==> src/rtl/imm_decode_stage.sv <==
// imm_decode_stage
// Decodes the immediate of a RISC-V instruction word, sign/zero-extends it
// to XLEN, precomputes pc + imm, and passes the result through a 2-entry
// skid buffer with a valid/ready handshake on both sides.
//
// Ports
//   clk          rising-edge clock
//   rst          asynchronous active-high reset
//   in_valid     upstream beat valid
//   in_ready     block can accept a beat (registered)
//   in_instr     32-bit instruction word
//   in_pc        instruction address, XLEN bits
//   flush        discard every buffered beat and any beat offered this cycle
//   out_valid    output beat valid
//   out_ready    downstream accepts the output beat
//   out_imm      extended immediate
//   out_fmt      0 NONE, 1 I, 2 S, 3 B, 4 U, 5 J, 6 Z
//   out_pc       pc of the output beat
//   out_target   out_pc + out_imm, wrapping modulo 2^XLEN
//   out_illegal  unrecognised encoding
module imm_decode_stage #(
  parameter int XLEN    = 32,
  parameter bit ZIMM_EN = 1'b1
) (
  input  logic            clk,
  input  logic            rst,
  input  logic            in_valid,
  output logic            in_ready,
  input  logic [31:0]     in_instr,
  input  logic [XLEN-1:0] in_pc,
  input  logic            flush,
  output logic            out_valid,
  input  logic            out_ready,
  output logic [XLEN-1:0] out_imm,
  output logic [2:0]      out_fmt,
  output logic [XLEN-1:0] out_pc,
  output logic [XLEN-1:0] out_target,
  output logic            out_illegal
);

  localparam logic [2:0] FMT_NONE = 3'd0;
  localparam logic [2:0] FMT_I    = 3'd1;
  localparam logic [2:0] FMT_S    = 3'd2;
  localparam logic [2:0] FMT_B    = 3'd3;
  localparam logic [2:0] FMT_U    = 3'd4;
  localparam logic [2:0] FMT_J    = 3'd5;
  localparam logic [2:0] FMT_Z    = 3'd6;

  localparam logic [1:0] ST_EMPTY = 2'd0;
  localparam logic [1:0] ST_ONE   = 2'd1;
  localparam logic [1:0] ST_TWO   = 2'd2;

  logic [1:0]      state;
  logic [1:0]      state_nxt;
  logic            accept;
  logic            drain;

  logic [6:0]      opcode;
  logic [XLEN-1:0] dec_imm;
  logic [2:0]      dec_fmt;
  logic            dec_illegal;
  logic [XLEN-1:0] dec_target;

  // Second (skid) entry; the head entry is the out_* register set itself.
  logic [XLEN-1:0] skid_imm;
  logic [2:0]      skid_fmt;
  logic [XLEN-1:0] skid_pc;
  logic [XLEN-1:0] skid_target;
  logic            skid_illegal;

  assign opcode = in_instr[6:0];
  assign accept = in_valid & in_ready;
  assign drain  = out_valid & out_ready;

  // Decode on the input side so both entries hold finished results.
  // Size casts of $signed operands sign-extend to XLEN.
  always_comb begin
    dec_imm     = '0;
    dec_fmt     = FMT_NONE;
    dec_illegal = 1'b0;
    case (opcode)
      7'b0010011, 7'b0000011, 7'b1100111: begin
        dec_fmt = FMT_I;
        dec_imm = XLEN'($signed(in_instr[31:20]));
      end
      7'b0100011: begin
        dec_fmt = FMT_S;
        dec_imm = XLEN'($signed({in_instr[31:25], in_instr[11:7]}));
      end
      7'b1100011: begin
        dec_fmt = FMT_B;
        dec_imm = XLEN'($signed({in_instr[31], in_instr[7], in_instr[30:25],
                                 in_instr[11:8], 1'b0}));
      end
      7'b0110111, 7'b0010111: begin
        dec_fmt = FMT_U;
        dec_imm = XLEN'($signed({in_instr[31:12], 12'b0}));
      end
      7'b1101111: begin
        dec_fmt = FMT_J;
        dec_imm = XLEN'($signed({in_instr[31], in_instr[19:12], in_instr[20],
                                 in_instr[30:21], 1'b0}));
      end
      7'b1110011: begin
        // Only the CSR-immediate forms carry an immediate; the rest of SYSTEM is legal without one.
        if (ZIMM_EN && in_instr[14]) begin
          dec_fmt = FMT_Z;
          dec_imm = XLEN'(in_instr[19:15]);
        end
      end
      7'b0110011, 7'b0001111: begin
        dec_fmt = FMT_NONE;
      end
      7'b0111011: begin
        // OP-32 only exists on RV64.
        dec_illegal = (XLEN != 64);
      end
      default: begin
        dec_illegal = 1'b1;
      end
    endcase
  end

  assign dec_target = in_pc + dec_imm;

  always_comb begin
    state_nxt = state;
    case (state)
      ST_EMPTY: if (accept) state_nxt = ST_ONE;
      ST_ONE: begin
        if (accept && !drain) state_nxt = ST_TWO;
        else if (!accept && drain) state_nxt = ST_EMPTY;
      end
      ST_TWO:   if (drain) state_nxt = ST_ONE;
      default:  state_nxt = ST_EMPTY;
    endcase
    if (flush) state_nxt = ST_EMPTY;
  end

  // in_ready and out_valid are registered copies of the next-state decode.
  // A new beat goes straight to the head when the head is empty or leaving;
  // otherwise it parks in the skid entry, which moves up on the next drain.
  always_ff @(posedge clk or posedge rst) begin
    if (rst) begin
      state        <= ST_EMPTY;
      in_ready     <= 1'b1;
      out_valid    <= 1'b0;
      out_imm      <= '0;
      out_fmt      <= FMT_NONE;
      out_pc       <= '0;
      out_target   <= '0;
      out_illegal  <= 1'b0;
      skid_imm     <= '0;
      skid_fmt     <= FMT_NONE;
      skid_pc      <= '0;
      skid_target  <= '0;
      skid_illegal <= 1'b0;
    end else begin
      state     <= state_nxt;
      in_ready  <= (state_nxt != ST_TWO);
      out_valid <= (state_nxt != ST_EMPTY);
      if (!flush) begin
        if (accept && (state == ST_EMPTY || (state == ST_ONE && drain))) begin
          out_imm     <= dec_imm;
          out_fmt     <= dec_fmt;
          out_pc      <= in_pc;
          out_target  <= dec_target;
          out_illegal <= dec_illegal;
        end else if (accept && state == ST_ONE) begin
          skid_imm     <= dec_imm;
          skid_fmt     <= dec_fmt;
          skid_pc      <= in_pc;
          skid_target  <= dec_target;
          skid_illegal <= dec_illegal;
        end else if (drain && state == ST_TWO) begin
          out_imm     <= skid_imm;
          out_fmt     <= skid_fmt;
          out_pc      <= skid_pc;
          out_target  <= skid_target;
          out_illegal <= skid_illegal;
        end
      end
    end
  end

endmodule

==> config.mk <==
export PLATFORM = sky130hd
export DESIGN_NAME = imm_decode_stage
export DESIGN_NICKNAME = d
export VERILOG_FILES = /design/src/rtl/imm_decode_stage.sv
export SDC_FILE = /design/constraint.sdc
export NUM_CORES = 1
export LEC_CHECK = 0
export BUFFER_PORTS_ARGS = -buffer_cell sky130_fd_sc_hd__buf_2
export CELL_PAD_IN_SITES_DETAIL_PLACEMENT = 0
export CELL_PAD_IN_SITES_GLOBAL_PLACEMENT = 1
export CORE_AREA = 2 2 173 141
export DETAILED_ROUTE_END_ITERATION = 8
export DIE_AREA = 0 0 175 143
export PLACE_DENSITY = 0.94
export SYNTH_ARGS = -nofsm -noshare
export SYNTH_HDL_FRONTEND = slang
export SYNTH_SLANG_ARGS = --single-unit
==> constraint.sdc <==
create_clock -name clk -period 14.25 [get_ports clk]
set_input_delay 1.425 -clock clk [delete_from_list [all_inputs] [get_ports clk]]
set_output_delay 1.425 -clock clk [all_outputs]
set_load 0.005 [all_outputs]
# ---- After elaboration in Yosys (flattened, before gate mapping)
# Cells that the tools add are included.
dict set report totals {
  ff_bits 204
  latch_bits 0
  ram_bits 0
  mem_bits_ro 0
  out_inout_bits 102
  word_cells 76
  memories 0
}
dict set report classes {
  n_addsub 1
  mul 0
  div_mod_pow 0
  order_cmp 0
  n_eq_ne 15
  shift 0
  n_mux 26
  bitwise 4
  reduce_logical 17
}
# cell count
set ops {}
lappend ops {{two-way mux 32 bit} 9}
lappend ops {{case mux 32 bit (6 select lines)} 1}
lappend ops {{adder 32 bit} 1}
lappend ops {{== test 7 bit, second input constant} 4}
lappend ops {{== test 7 x 6 -> 1 bit, second input constant} 3}
lappend ops {{case mux 3 bit (6 select lines)} 1}
lappend ops {{== test 7 x 5 -> 1 bit, second input constant} 2}
lappend ops {{two-way mux 3 bit} 4}
lappend ops {{OR reduction 11 bit} 1}
lappend ops {{two-way mux 2 bit} 5}
lappend ops {{== test 7 x 2 -> 1 bit, second input constant} 1}
lappend ops {{== test 7 x 4 -> 1 bit, second input constant} 1}
lappend ops {{logical AND 1 bit} 6}
lappend ops {{case mux 2 bit (3 select lines)} 1}
lappend ops {{AND reduction 3 bit} 2}
lappend ops {{two-way mux 5 bit} 1}
lappend ops {{two-way mux 1 bit} 4}
lappend ops {{!= test 2 bit, second input constant} 2}
lappend ops {{nonzero test 2 bit} 2}
lappend ops {{OR reduction 3 bit} 1}
lappend ops {{AND 1 bit} 2}
lappend ops {{== test 2 x 1 -> 1 bit, second input constant} 1}
lappend ops {{== test 2 bit, second input constant} 1}
lappend ops {{logical NOT 1 bit} 2}
lappend ops {{other kinds (4)} 5}

# ---- Longest topological paths before layout
dict set report depth {
  ltp_word 8
  ltp_mapped 17
}

# ---- Worst setup path after synthesis
# No wires, ideal clock.
dict set report synth_timing {
  path_kind {in2reg}
  start {input port in_instr[6]}
  end {register skid_target[30]}
  arrival_ps 4777
  setup_slack_ps 9403
  cell_stages 16
  path_buffers 1
  cell_sequence {clkbuf_1 > nand2_1 > nor3_1 > a222oi_1 > inv_1 > ha_1 > inv_1 > fa_1 > and2b_1 > o2111ai_2 > a31o_1 > a211o_1 > a211oi_2 > a2111oi_2 > or4_1 > nand3_1}
}
dict set report synth_between {
  elab_chain_len 4
  elab_cells_between_ends 13
  cone_classes {add/sub: 1; eq/ne: 9; mux: 1; reduce/logical: 2}
}
# item line_no
set synth_lines {}
lappend synth_lines {{start: declaration} 29} ;# input logic [31:0] in_instr,
lappend synth_lines {{== test 7 x 5 -> 1 bit (tied with other cells)} 81} ;# case (opcode)
lappend synth_lines {{OR reduction 3 bit / OR reduction 2 bit (equally long branches)} -}
lappend synth_lines {{case mux 32 bit (6 select lines) (*)} 81}
lappend synth_lines {{via dec_imm[0]} 59} ;# logic [XLEN-1:0] dec_imm;
lappend synth_lines {{adder 32 bit (*)} 124} ;# assign dec_target = in_pc + dec_imm;
lappend synth_lines {{end signal: assignment} 173} ;# skid_target <= dec_target;
lappend synth_lines {{end: declaration} 68} ;# logic [XLEN-1:0] skid_target;
# Mark *: on every way through the listed nets, which the timed path passes. The rest lies on a longest branch.
# A chain may end at the register's enable or synchronous reset.

# ---- Worst setup path after layout
dict set report layout_timing {
  start {input port in_instr[3]}
  end {register skid_target[30]}
}
# The elaborated chain is that of the path after synthesis.

==> flow_metrics.tcl <==
set metrics [dict create \
    synth_compound_area_share_pct 18.6 \
    firstDrtPassIters 5 \
    htree_levels 1 \
    die-area_mm2 0.0250 \
    synth_cell_types 58 \
    cts_setup_buffers 0 \
    hold_viol 0 \
    grt_pass1_vias 8705 \
    layout_common_cells "366 x nand2_1, 203 x dfrtp_1, 170 x buf_2" \
    max-cap-violations 0 \
    cp-endpoint "skid_target[30]" \
    r2r-start "in_ready" \
    tns_ps 0 \
    max_freq_mhz 189 \
    antenna_found_initial 0 \
    synth_top_family_by_area "simple AND/OR/NAND/NOR gates" \
    clk_pin_slew_ps 60 \
    clk_latency_ps 500 \
    cts_tree "done" \
    p_leak_nw 6.33 \
    syn_area_mm2 0.0106 \
    drt_iter0_drc 739 \
    cp.arrival_ps 5740 \
    portBuffers 170 \
    cp.required_ps 14690 \
    diodes 0 \
    slew_violations 0 \
    holdBufCountCts 0 \
    setup-violations-final 0 \
    io_pins 171 \
    grt_pass1_wl_um 47800 \
    dp_hpwl_um 21700 \
    cts_buffers 22 \
    initial_core_util_pct 45.7 \
    via_count 9364 \
    synth-xor-area-share_pct 2.48 \
    startpoint "in_instr[3]" \
    ys_seq_area_share_pct 48.2 \
    pre_cts_ws_ps 8600 \
    synth_fa_ha_area_share_pct 3.85 \
    hp-class "flip-flop to flip-flop" \
    drive_gt1_share_pct 16.4 \
    core_area_mm2 0.0232 \
    synthMuxAreaShare_pct 0.673 \
    synth_nets 1386 \
    ir_drop_mv 0.0948 \
    core.rowCount 50 \
    die_w_um 175 \
    antenna_left 0 \
    die_y_um 143 \
    grt_usage_pct 24.1 \
    timing.slew.headroom_pct 33.1 \
    status "finished clean" \
    place_congestion 0.921 \
    crit_fanout 7 \
    fin_nets 1510 \
    worst_slack_ps 8950 \
    yosys_register_bits 204 \
    crit_type "input pin to flip-flop" \
    start_kind "input pin" \
    cts.repair.resized 0 \
    tightestPinTransition_ps 1000 \
    async_flop_share_pct 100 \
    period_share_pct 37.2 \
    fin_crit_ps 5300 \
    wl_per_cell_um 17.6 \
    overflow 0 \
    remaining_drc_errors 0 \
    cts_root_buffer "clkbuf_16" \
    areaGrowthSynthToFinish_pct 17.1 \
    rsz0062_at_grt "no" \
    synth_edf_count 0 \
    routed_wl_um 30500 \
    grt_max_degree 128 \
    r2r_end "out_target[31]" \
    yosysWarnings 0 \
    final_common_cell "nand2_1" \
    vias_per_cell 5.39 \
    cts_max_path_buffers 3 \
    syn-mean-instance-area_um2 8.25 \
    clock_sinks 204 \
    powerDensity_mw_per_mm2 158 \
    finClkSkew_ps 9.18 \
    r2r_setup_slack_ps 11280 \
    yosys.area_share.simple_pct 22.0 \
    rr_worst_depth 7 \
    ys.flop_type "dfrtp_1" \
    syn_inst 1285 \
    end_kind "flip-flop" \
]
sequential cells by signal, indices dropped and copies added (netlist names):
signal and flops:
in_ready 1, out_fmt 3, out_illegal 1, out_imm 32, out_pc 32, out_target 32
out_valid 1, skid_fmt 3, skid_illegal 1, skid_imm 32, skid_pc 32, skid_target 32
state 2
critical path: stages:
cell and delay (ps):
buf_2 150, nand4bb_1 320, nor3_1 770, a222oi_1 350
inv_1 120, ha_1 190, inv_1 70, fa_1 400
and2b_1 250, o2111ai_2 130, a31o_1 260, a211o_1 310
a211oi_2 330, a2111oi_2 150, or4_1 420, nand3_1 80
per-layer routing:
layer  share of wire (%)  wire [µm]  up-vias  track usage, %
met1                  47      14400     4418            35.0
li1                    -          -     4614               -
met4                 2.5        753        0            6.45
met5                   0          0        -               0
met2                  46      14000      285            38.4
met3                 4.6       1410       47            2.85
layout make-up:
class / instances / area [µm²]
multi-input combinational: 964 / 5090
timing repair buffer: 179 / 918
inverter: 38 / 150
sequential: 204 / 5110
fill: 2243 / 10800
tap: 312 / 390
clock inverter: 6 / 61.3
clock buffer: 33 / 693
worst min path at each step:
stage                               start               to  slack (ps)  depth (start not counted)
after floorplan           skid_target[16]  skid_target[16]         440                          2
after global placement    skid_target[16]  skid_target[16]         450                          2
after detailed placement      out_imm[26]      out_imm[26]         460                          1
after CTS                     out_imm[25]      out_imm[25]         470                          1
after global routing       skid_target[3]   skid_target[3]         500                          2
final                         out_imm[22]      out_imm[22]         470                          1
stage by stage:
stage | total power [mW] | utilization [%] | std cells | cell area, µm² | hold WS [ps]
after global routing | 2.08 | 53.5 | 1736 | 12400 | 496
final | 1.96 | 53.5 | 1736 | 12400 | 470
after global placement | 1.36 | 50.2 | 1697 | 11700 | 453
after detailed placement | 1.38 | 50.2 | 1697 | 11700 | 460
after floorplan | 1.16 | - | 1285 | 10600 | 442
after CTS | 1.97 | 53.5 | 1736 | 12400 | 475
synthesized netlist by cell type (3+ instances only):
| cell type | instances | area [µm²] |
|---|---|---|
| xnor2_1 | 19 | 166 |
| o21a_1 | 6 | 45.0 |
| a21boi_1 | 4 | 30.0 |
| o211ai_1 | 7 | 52.6 |
| nor3_1 | 11 | 55.1 |
| ha_1 | 31 | 388 |
| a21o_1 | 30 | 225 |
| buf_2 | 5 | 25.0 |
| a222oi_1 | 5 | 50.1 |
| mux2i_1 | 6 | 60.1 |
| a31oi_1 | 52 | 325 |
| a211oi_1 | 17 | 128 |
| nor2b_1 | 3 | 18.8 |
| nand2b_1 | 4 | 25.0 |
| clkbuf_1 | 72 | 270 |
| o21ai_0 | 69 | 345 |
| nand3_1 | 28 | 140 |
| and2_1 | 4 | 25.0 |
| inv_1 | 38 | 143 |
| a211o_1 | 3 | 26.3 |
| xor2_1 | 11 | 96.3 |
| and3_1 | 13 | 81.3 |
| or3_1 | 7 | 43.8 |
| o21ai_1 | 25 | 125 |
| dfrtp_1 | 203 | 5080 |
| a21oi_1 | 91 | 455 |
| nand4_1 | 7 | 43.8 |
| nor2_1 | 112 | 420 |
| nand2_1 | 367 | 1380 |
report_power, final:
part	internal (mW)	switching (mW)
combinational	0.200	0.279
sequential	0.774	0.113
clock	0.354	0.235
cells by family (layout without fill, tap and decap cells):
group / after synthesis / in the layout
simple gates: 568 / 568
compound gates: 327 / 327
buf+inv: 117 / 256
mux: 7 / 7
flops: 204 / 204
xor+xnor: 30 / 30
fa+ha+maj: 32 / 32
(Power assumes the default switching activity.)
